File: config.mk
export PLATFORM = sky130hd
export DESIGN_NAME = fifo_wr_arbiter
export DESIGN_NICKNAME = d
export VERILOG_FILES = /design/src/rtl/fifo_wr_arbiter.sv
export SDC_FILE = /design/constraint.sdc
export NUM_CORES = 1
export LEC_CHECK = 0
export BUFFER_PORTS_ARGS = -buffer_cell sky130_fd_sc_hd__buf_2
export CAP_MARGIN = 20
export CORE_MARGIN = 5
export CORE_UTILIZATION = 48
export DETAILED_ROUTE_END_ITERATION = 6
export GPL_ROUTABILITY_DRIVEN = 0
export PLACE_DENSITY = 0.87
export SKIP_CTS_REPAIR_TIMING = 1
export SLEW_MARGIN = 0
export SYNTH_ARGS = -nofsm -noshare
export SYNTH_HDL_FRONTEND = slang
export SYNTH_SLANG_ARGS = --single-unit
File: constraint.sdc
create_clock -name clk -period 2.9 [get_ports clk]
set_clock_uncertainty 0.05 [all_clocks]
set_input_delay 0.29 -clock clk [delete_from_list [all_inputs] [get_ports clk]]
set_output_delay 0.29 -clock clk [all_outputs]
set_load 0.02 [all_outputs]
File: src/rtl/fifo_wr_arbiter.sv
// fifo_wr_arbiter: round-robin arbiter sharing one synchronous FIFO write port among
// NUM_REQ producers. A requester is granted for a burst of up to MAX_BURST beats; each
// beat is written to the FIFO as {source_id, data}. One idle cycle separates grants.
//
// Optional build macro FIFO_ARB_STATS_EN adds per-requester 16-bit saturating beat
// counters readable through stat_sel/stat_beats and cleared by stat_clr.
//
// Ports:
//   clk, rst     clock; synchronous active-high reset
//   req_valid    per-requester beat valid
//   req_data     flattened payloads, requester i at [i*DATA_WIDTH +: DATA_WIDTH]
//   req_ready    per-requester accept (one-hot or zero)
//   fifo_full    downstream FIFO full flag
//   fifo_wr_en   FIFO write strobe
//   fifo_din     {grant_id, payload}, zero when no beat
//   grant_valid  a grant is held
//   grant_id     current or last granted requester
//   stat_sel, stat_clr, stat_beats   (FIFO_ARB_STATS_EN only)
module fifo_wr_arbiter #(
    parameter int unsigned NUM_REQ    = 4,
    parameter int unsigned ID_WIDTH   = 2,
    parameter int unsigned DATA_WIDTH = 8,
    parameter int unsigned MAX_BURST  = 4,
    parameter int unsigned CNT_WIDTH  = 8
) (
    input  logic                           clk,
    input  logic                           rst,
    input  logic [NUM_REQ-1:0]             req_valid,
    input  logic [NUM_REQ*DATA_WIDTH-1:0]  req_data,
    output logic [NUM_REQ-1:0]             req_ready,
    input  logic                           fifo_full,
    output logic                           fifo_wr_en,
    output logic [ID_WIDTH+DATA_WIDTH-1:0] fifo_din,
    output logic                           grant_valid,
    output logic [ID_WIDTH-1:0]            grant_id
`ifdef FIFO_ARB_STATS_EN
    ,
    input  logic [ID_WIDTH-1:0]            stat_sel,
    input  logic                           stat_clr,
    output logic [15:0]                    stat_beats
`endif
);

    typedef enum logic [0:0] {StIdle, StGrant} state_e;

    state_e                state_q, state_d;
    logic [ID_WIDTH-1:0]   grant_id_q, grant_id_d;
    logic [ID_WIDTH-1:0]   last_id_q, last_id_d;
    logic [CNT_WIDTH-1:0]  burst_cnt_q, burst_cnt_d;

    logic                  in_grant;
    logic                  cur_valid;
    logic [DATA_WIDTH-1:0] cur_data;
    logic                  beat;
    logic [CNT_WIDTH-1:0]  cnt_inc;

    logic                  found_hi, found_any;
    logic [ID_WIDTH-1:0]   id_hi, id_any, sel_id;

    // Outputs are forced low while rst is asserted, including a mid-burst reset cycle.
    assign in_grant = (state_q == StGrant) && !rst;

    // Mux out the granted requester's valid and payload.
    always_comb begin
        cur_valid = 1'b0;
        cur_data  = '0;
        for (int unsigned i = 0; i < NUM_REQ; i++) begin
            if (grant_id_q == ID_WIDTH'(i)) begin
                cur_valid = req_valid[i];
                cur_data  = req_data[i*DATA_WIDTH +: DATA_WIDTH];
            end
        end
    end

    // Round-robin pick: lowest valid index above last_id, else lowest valid index overall
    // (the wrap-around part of the search).
    always_comb begin
        found_hi  = 1'b0;
        found_any = 1'b0;
        id_hi     = '0;
        id_any    = '0;
        for (int unsigned i = 0; i < NUM_REQ; i++) begin
            if (req_valid[i]) begin
                if (!found_any) begin
                    found_any = 1'b1;
                    id_any    = ID_WIDTH'(i);
                end
                if (!found_hi && (ID_WIDTH'(i) > last_id_q)) begin
                    found_hi = 1'b1;
                    id_hi    = ID_WIDTH'(i);
                end
            end
        end
        sel_id = found_hi ? id_hi : id_any;
    end

    assign beat    = in_grant && cur_valid && !fifo_full;
    assign cnt_inc = burst_cnt_q + CNT_WIDTH'(1);

    always_comb begin
        for (int unsigned i = 0; i < NUM_REQ; i++) begin
            req_ready[i] = in_grant && !fifo_full && (grant_id_q == ID_WIDTH'(i));
        end
    end

    assign fifo_wr_en  = beat;
    assign fifo_din    = beat ? {grant_id_q, cur_data} : '0;
    assign grant_valid = in_grant;
    assign grant_id    = rst ? '0 : grant_id_q;

    always_comb begin
        state_d     = state_q;
        grant_id_d  = grant_id_q;
        last_id_d   = last_id_q;
        burst_cnt_d = burst_cnt_q;
        unique case (state_q)
            StIdle: begin
                if (found_any) begin
                    grant_id_d  = sel_id;
                    burst_cnt_d = '0;
                    state_d     = StGrant;
                end
            end
            StGrant: begin
                if (!cur_valid) begin
                    // Requester dropped valid: forfeit the rest of the burst.
                    last_id_d = grant_id_q;
                    state_d   = StIdle;
                end else if (!fifo_full) begin
                    burst_cnt_d = cnt_inc;
                    if (cnt_inc == CNT_WIDTH'(MAX_BURST)) begin
                        last_id_d = grant_id_q;
                        state_d   = StIdle;
                    end
                end
                // Full with valid held: stall, keep grant and count.
            end
            default: state_d = StIdle;
        endcase
    end

    always_ff @(posedge clk) begin
        if (rst) begin
            state_q     <= StIdle;
            grant_id_q  <= '0;
            last_id_q   <= ID_WIDTH'(NUM_REQ - 1);
            burst_cnt_q <= '0;
        end else begin
            state_q     <= state_d;
            grant_id_q  <= grant_id_d;
            last_id_q   <= last_id_d;
            burst_cnt_q <= burst_cnt_d;
        end
    end

`ifdef FIFO_ARB_STATS_EN
    logic [15:0] stat_cnt_q [NUM_REQ];

    always_ff @(posedge clk) begin
        for (int unsigned i = 0; i < NUM_REQ; i++) begin
            if (rst || stat_clr) begin
                stat_cnt_q[i] <= '0;
            end else if (beat && (grant_id_q == ID_WIDTH'(i)) && (stat_cnt_q[i] != 16'hFFFF)) begin
                stat_cnt_q[i] <= stat_cnt_q[i] + 16'd1;
            end
        end
    end

    always_comb begin
        stat_beats = '0;
        for (int unsigned i = 0; i < NUM_REQ; i++) begin
            if (stat_sel == ID_WIDTH'(i)) begin
                stat_beats = stat_cnt_q[i];
            end
        end
    end
`endif

endmodule

==> results.md, run 1 <==
- Crit path largest cell delay: 570 ps
- Hold-critical path endpoint: grant_id_q[1]
- Skew-Pair Late Insertion Delay: 290 ps
- Period utilization: 80.8%
- Main combinational cell family by area after synthesis: simple AND/OR/NAND/NOR gates
- Reg2Reg Depth: 4
- Slew headroom: 63.2%
- R2r setup slk: 780 ps
- Port-buffer cells: 56
- Setup TNS: 0 ps
- H-tree depth: 1
- Reg2Reg Launch Point: grant_id_q[1]
- Share of post-route cells with drive strength above 1: 43.0%
- Clk buf depth: 2
- Cells along the critical path: buf_4, mux4_2, and3_1, buf_2
- Setup Crit Path Kind: flop to output pin
- Adder-Cell Fraction of Synth Area: 1.14%
- Root Buffer Master: clkbuf_4
- Synth Flop Type: dfxtp_1
- Yosys reg bits: 13
- Outcome: completed
- Initial Util: 50.1%
- Global-route wire length before repair: 5430 µm
- Area occupied by registers: 260 µm²
- Post-synth ARST share: 0%
- Antenna Diode Count: 0
- Row count: 17
- Antenna violations before repair: 0
- DRC errors left: 0
- Synth Area in Simple Gates: 30.4%
- Fmax: 427 MHz
- Crit Path Max Fanout: 8
- # IOs: 57
- CP Launch Type: flop
- Number of global-route vias before repair: 1,204
- Vias: 1,193
- Unrepaired setup endpoints after global routing: no
- Average size of a mapped cell: 8.65 µm²
- Max-slew violation count: 0
- Worst Min Path Start: req_valid[2]
- Min setup slack post-route: 558 ps
- Synth Area in XOR/XNOR: 0.797%
- Clock tree sinks: 13
- Slew @ Worst Pin: 552 ps
- Multi-input gate area: 767 µm²
- Clock transition at path regs: 90 ps
- Gr usage total: 20.3%
- Final Hold Fails: 0
- Lkg Pwr: 0.000667 µW
- Post-DP HPWL: 2720 µm
- Share of the synthesized area in the top cell type: 23.7%
- Chip Width: 57.8 µm
- Initial DRC count: 45
- Cell accounting for the most synthesized area: dfxtp_1
- Worst Hold Class: input pin to flop
- Post-synthesis cell area: 1100 µm²
- Final Util: 63.5%
- Setup violators final: 0
- Detail Route Antenna Nets: 0
- Global route total overflow: 0
- Synth unique cells: 37
- WL final: 3380 µm
- Wire per inst: 16.3 µm
- Hold path cells: 3
- Die H: 57.8 µm
- Crit-path slowest cell: dfxtp_1
- Pwr Density: 343 nW/µm²
- Post-synth EDFFs: 0
- Syn Inst Count: 127
- Worst endpoint data arrival time: 2000 ps
- Nets: 220
- Sequential area share after synthesis: 23.7%
- Vias/cell: 5.76
- Area growth, synth to finish: 26.7%
- Syn_nets: 167
- CTS tree: yes
- Pre-CTS setup slack: 818 ps
- Post-synthesis mux area share: 20.3%
- YS warnings: 0
- Largest net degree at the start of global routing: 21
- Fill cells: 201
- Core Region: 2190 µm²
- Router iterations before antenna repair: 4
- Die area: 3350 µm²
- Top cells by area, synth: dfxtp_1 24%, mux4_2 18%, and3_1 6.3%, a21oi_1 5.5%, nor2_1 5.1%
- Compound-gate portion of the synthesized area: 17.2%
- CTS Buf Count: 3
- RR Endpoint: burst_cnt_q[7]
- Min Tclk post-route: 2340 ps
- Critical Path Sink Type: output pin
- Worst Path Required: 2560 ps
- Number of max-cap violations: 0
- Peak supply drop: 0.308 mV
[logic make-up after synthesis]
family                   after synthesis
buffers and inverters                 13
adder cells (fa/ha/maj)                1
AO/OA/AOI/OAI                         27
flip-flops                            13
XOR/XNOR                               1
AND/OR/NAND/NOR                       61
multiplexers                          11
[worst max-delay path: cells and delay by family, from the launching register on]
kind                   cells  cell delay [ps]
DFF                        1              570
muxes                      1              520
buffers and inverters      2              430
and+or+nand+nor            1              200
[layer usage]
| layer | vias up | routed length, µm | track usage, % | share of wire [%] |
|---|---|---|---|---|
| met5 | - | 0 | 0 | 0 |
| met4 | 0 | 91 | 7.95 | 2.7 |
| met3 | 11 | 306 | 3.56 | 9.1 |
| met2 | 61 | 1750 | 37.1 | 52 |
| met1 | 538 | 1230 | 23.2 | 37 |
| li1 | 583 | - | - | - |
[state kept, by name, summed over array words and instances, names as in the netlist]
register	cells
burst_cnt_q	8
state_q	1
last_id_q	2
grant_id_q	2
[worst max path at each step]
stage	end	start	slack, ps
after global placement	last_id_q[1]	burst_cnt_q[0]	900
after CTS	fifo_din[1]	grant_id_q[0]	530
after floorplan	last_id_q[1]	burst_cnt_q[0]	940
after detailed placement	last_id_q[1]	burst_cnt_q[0]	820
after global routing	fifo_din[1]	grant_id_q[0]	440
final	fifo_din[1]	grant_id_q[0]	560
[layout make-up]
type | count | share of cell area, %
multi-input combinational | 101 | 55.1
clock buffer | 4 | 1.89
tap | 28 | 2.52
timing repair buffer | 57 | 20.7
inverter | 4 | 1.08
sequential | 13 | 18.7
[per-stage QoR]
stage	power, µW	area, µm²	hold WS, ps	std cells
floorplan	314	1100	409	127
global placement	355	1370	420	203
detailed placement	363	1370	444	203
CTS	476	1390	319	207
global route	503	1390	350	207
finish	477	1390	325	207
[cells in the mapped netlist, types with 2 or more instances]
master / count
nor2_2: 4
a31oi_1: 3
clkbuf_1: 5
mux4_2: 9
dfxtp_1: 13
a211oi_1: 3
nand3_1: 3
buf_6: 3
a21oi_1: 12
a211o_1: 2
nor2b_1: 3
nor2_1: 15
and3_1: 11
nand4_1: 2
nand2_1: 11
inv_1: 4
mux2i_1: 2
nor4_1: 3
[placed cells by master, fill, tap and decap left out]
cell type,instances
a21oi_1,12
ha_1,1
a211o_1,2
or4b_1,1
o211ai_1,1
nand2_1,11
a211oi_1,3
and2_1,1
or2_2,1
o21a_1,1
o21ai_0,1
nand3_1,3
mux4_2,9
a2111oi_0,1
a2111oi_4,1
nor2_2,4
nor2_1,15
or3_1,1
o221ai_1,1
buf_2,56
nor4_1,3
nand4b_1,1
xnor2_1,1
and3_1,11
clkbuf_1,1
dfxtp_1,13
nand2b_1,1
nand4_1,2
nor2_8,1
nor2b_1,3
nor3_1,1
and2_4,1
o21ai_1,1
buf_4,1
inv_1,4
a31oi_1,3
mux2i_1,2
clkbuf_4,3
[report_power, final]
part / total (µW) / switching (µW) / internal [µW]
sequential: 204 / 17.0 / 187
clock: 117 / 63.9 / 53.5
combinational: 156 / 78.8 / 77.5
Power figures use the tool's default switching activity.
==> inputs of run 2 (changes only) <==
--- a/config.mk
+++ b/config.mk
@@ -8,10 +8,10 @@
 export BUFFER_PORTS_ARGS = -buffer_cell sky130_fd_sc_hd__buf_2
 export CAP_MARGIN = 20
 export CORE_MARGIN = 5
-export CORE_UTILIZATION = 48
+export CORE_UTILIZATION = 45
 export DETAILED_ROUTE_END_ITERATION = 6
 export GPL_ROUTABILITY_DRIVEN = 0
-export PLACE_DENSITY = 0.87
+export PLACE_DENSITY = 0.83
 export SKIP_CTS_REPAIR_TIMING = 1
 export SLEW_MARGIN = 0
 export SYNTH_ARGS = -nofsm -noshare
==> constraint.sdc (replaced) <==
create_clock -name clk -period 2.3 [get_ports clk]
set_clock_uncertainty 0.05 [all_clocks]
set_input_delay 0.23 -clock clk [delete_from_list [all_inputs] [get_ports clk]]
set_output_delay 0.23 -clock clk [all_outputs]
set_load 0.02 [all_outputs]
==> run 2 against run 1 <==
Worst hold slack worse by 72 ps. Combinational power is 33% higher. Register-to-register slack lost 560 ps. Largest power group unchanged. Clock-buffer cell count unchanged. Sequential share of layout area shrank 0.13 points. Die area increased by 5.5%. Non-clock buffer count grew 1. Clock power up 21%. Setup slack worse by 340 ps. Via count is 0.50% higher. Highest routed layer unchanged.
==> results.md, run 2 (synthesis results as in run 1) <==
- Outcome: completed (unchanged)
- Root Buffer Master: clkbuf_4 (unchanged)
- Lkg Pwr: 0.000672 µW (was 0.000667 µW)
- Fmax: 481 MHz
- Global route total overflow: 0 (unchanged)
- Router iterations before antenna repair: 5 (was 4)
- Nets: 221 (was 220)
- DRC errors left: 0 (unchanged)
- Worst Hold Class: input pin to flop (unchanged)
- Crit-path slowest cell: or4b_1 (was dfxtp_1)
- Peak supply drop: 0.313 mV (was 0.308 mV)
- Largest register by flop count: burst_cnt_q (unchanged)
- Area growth, synth to finish: 27.6% (was 26.7%)
- Largest register FFs: 8 (unchanged)
- Vias/cell: 5.71 (was 5.76)
- Antenna violations before repair: 0 (unchanged)
- Post-DP HPWL: 2540 µm (was 2720 µm)
- Setup Crit Path Kind: flop to flop (was flop to output pin)
- Max-slew violation count: 0 (unchanged)
- Setup TNS: 0 ps (unchanged)
- Port-buffer cells: 56 (unchanged)
- Clock transition at path regs: 80 ps (was 90 ps)
- CP Launch Type: flop (unchanged)
- Chip Width: 59.4 µm (was 57.8 µm)
- Row count: 18 (was 17)
- Global-route wire length before repair: 5120 µm (was 5430 µm)
- Clock tree sinks: 13 (unchanged)
- Die area: 3530 µm² (was 3350 µm²)
- Min Tclk post-route: 2080 ps
- Crit path largest cell delay: 510 ps (was 570 ps)
- Unrepaired setup endpoints after global routing: no (unchanged)
- Period utilization: 90.4%
- Share of post-route cells with drive strength above 1: 43.3% (was 43.0%)
- H-tree depth: 1 (unchanged)
- Gr usage total: 18.5% (was 20.3%)
- Reg2Reg Launch Point: burst_cnt_q[0] (was grant_id_q[1])
- Skew-Pair Late Insertion Delay: 280 ps (was 290 ps)
- WL final: 3120 µm (was 3380 µm)
- Critical Path Sink Type: flop (was output pin)
- # IOs: 57 (unchanged)
- CTS Buf Count: 3 (unchanged)
- Initial DRC count: 57 (was 45)
- Commonest non-fill, non-tap cells in the layout: 56 x buf_2, 15 x nor2_1, 13 x dfxtp_1 (unchanged)
- Core Region: 2410 µm² (was 2190 µm²)
- Largest net degree at the start of global routing: 21 (unchanged)
- Fin cells: 210 (was 207)
- Wire per inst: 14.9 µm (was 16.3 µm)
- Worst Min Path Start: req_valid[2] (unchanged)
- R2r setup slk: 220 ps (was 780 ps)
- Antenna Diode Count: 0 (unchanged)
- Worst endpoint data arrival time: 2210 ps (was 2000 ps)
- CP Launch Point: burst_cnt_q[0] (was grant_id_q[0])
- Top flop regs: burst_cnt_q (8), grant_id_q (2), last_id_q (2) (unchanged)
- Slew headroom: 64.8% (was 63.2%)
- Clk buf depth: 2 (unchanged)
- Initial Util: 45.6% (was 50.1%)
- Final Hold Fails: 0 (unchanged)
- Worst Path Required: 2430 ps (was 2560 ps)
- Cells along the critical path: ha_1, or4b_1, a2111oi_4, nor2_2, a211o_1 (was buf_4, mux4_2, and3_1, buf_2)
- Setup violators final: 0 (unchanged)
- Number of max-cap violations: 0 (unchanged)
- Slew @ Worst Pin: 526 ps (was 552 ps)
- Inst Count DP: 206 (was 203)
- Die H: 59.4 µm (was 57.8 µm)
- Pwr Density: 426 nW/µm² (was 343 nW/µm²)
- CTS tree: yes (unchanged)
- Fill cells: 211 (was 201)
- Number of global-route vias before repair: 1,147 (was 1,204)
- Vias: 1,199 (was 1,193)
- Commonest non-fill, non-tap cell in the layout: buf_2 (unchanged)
- Crit Path Max Fanout: 5 (was 8)
- Detail Route Antenna Nets: 0 (unchanged)
==> run 2: cell count changes in the layout (fill, tap and decap cells not counted) <==
cell   before  now
buf_4       1    2
==> run 2: cell type report <==
class | count | area (µm²) | area share (%)
inverter | 4 | 15.0 | 1.07
clock buffer | 4 | 26.3 | 1.88
multi-input combinational | 101 | 767 | 54.7
sequential | 13 | 260 | 18.6
tap | 30 | 37.5 | 2.68
timing repair buffer | 58 | 295 | 21.1
==> run 2: worst paths after layout <==
path,to,cells past startpoint
worst min register to register,burst_cnt_q[1],2
worst min-delay path,grant_id_q[1],3
worst max-delay path,last_id_q[1],5
worst max register to register,last_id_q[1],5
==> run 2: stage by stage <==
step                total power (µW)  hold WS, ps  setup slack [ps]  utilization [%]  instance area [µm²]
floorplan                        396          381               341                -                 1100
global placement                 450          418               298             57.1                 1380
detailed placement               459          452               222             57.1                 1380
CTS                              598          254               220             58.2                 1400
global route                     633          314              70.3             58.2                 1400
finish                           597          252               221             58.2                 1400
==> run 2: worst max-delay path: cells and delay by family, from the launching register on <==
family                   cells  cell delay [ps]
AO/OA/AOI/OAI                2              710
adder cells (fa/ha/maj)      1              250
flip-flops                   1              370
AND/OR/NAND/NOR              2              600
==> run 2: per-layer routing <==
layer | vias to the layer above | wire length (µm) | track usage [%]
met3 | 5 | 256 | 2.18
li1 | 582 | - | -
met5 | - | 0 | 0
met4 | 0 | 40 | 4.85
met1 | 560 | 1210 | 22.8
met2 | 52 | 1620 | 33.7
==> run 2: report_power, final <==
group / leakage, µW / internal (µW) / switching (µW) / total, µW
clock network: 0.0000150 / 67.3 / 74.6 / 142
registers: 0.000106 / 235 / 11.7 / 247
logic: 0.000551 / 99.5 / 108 / 208
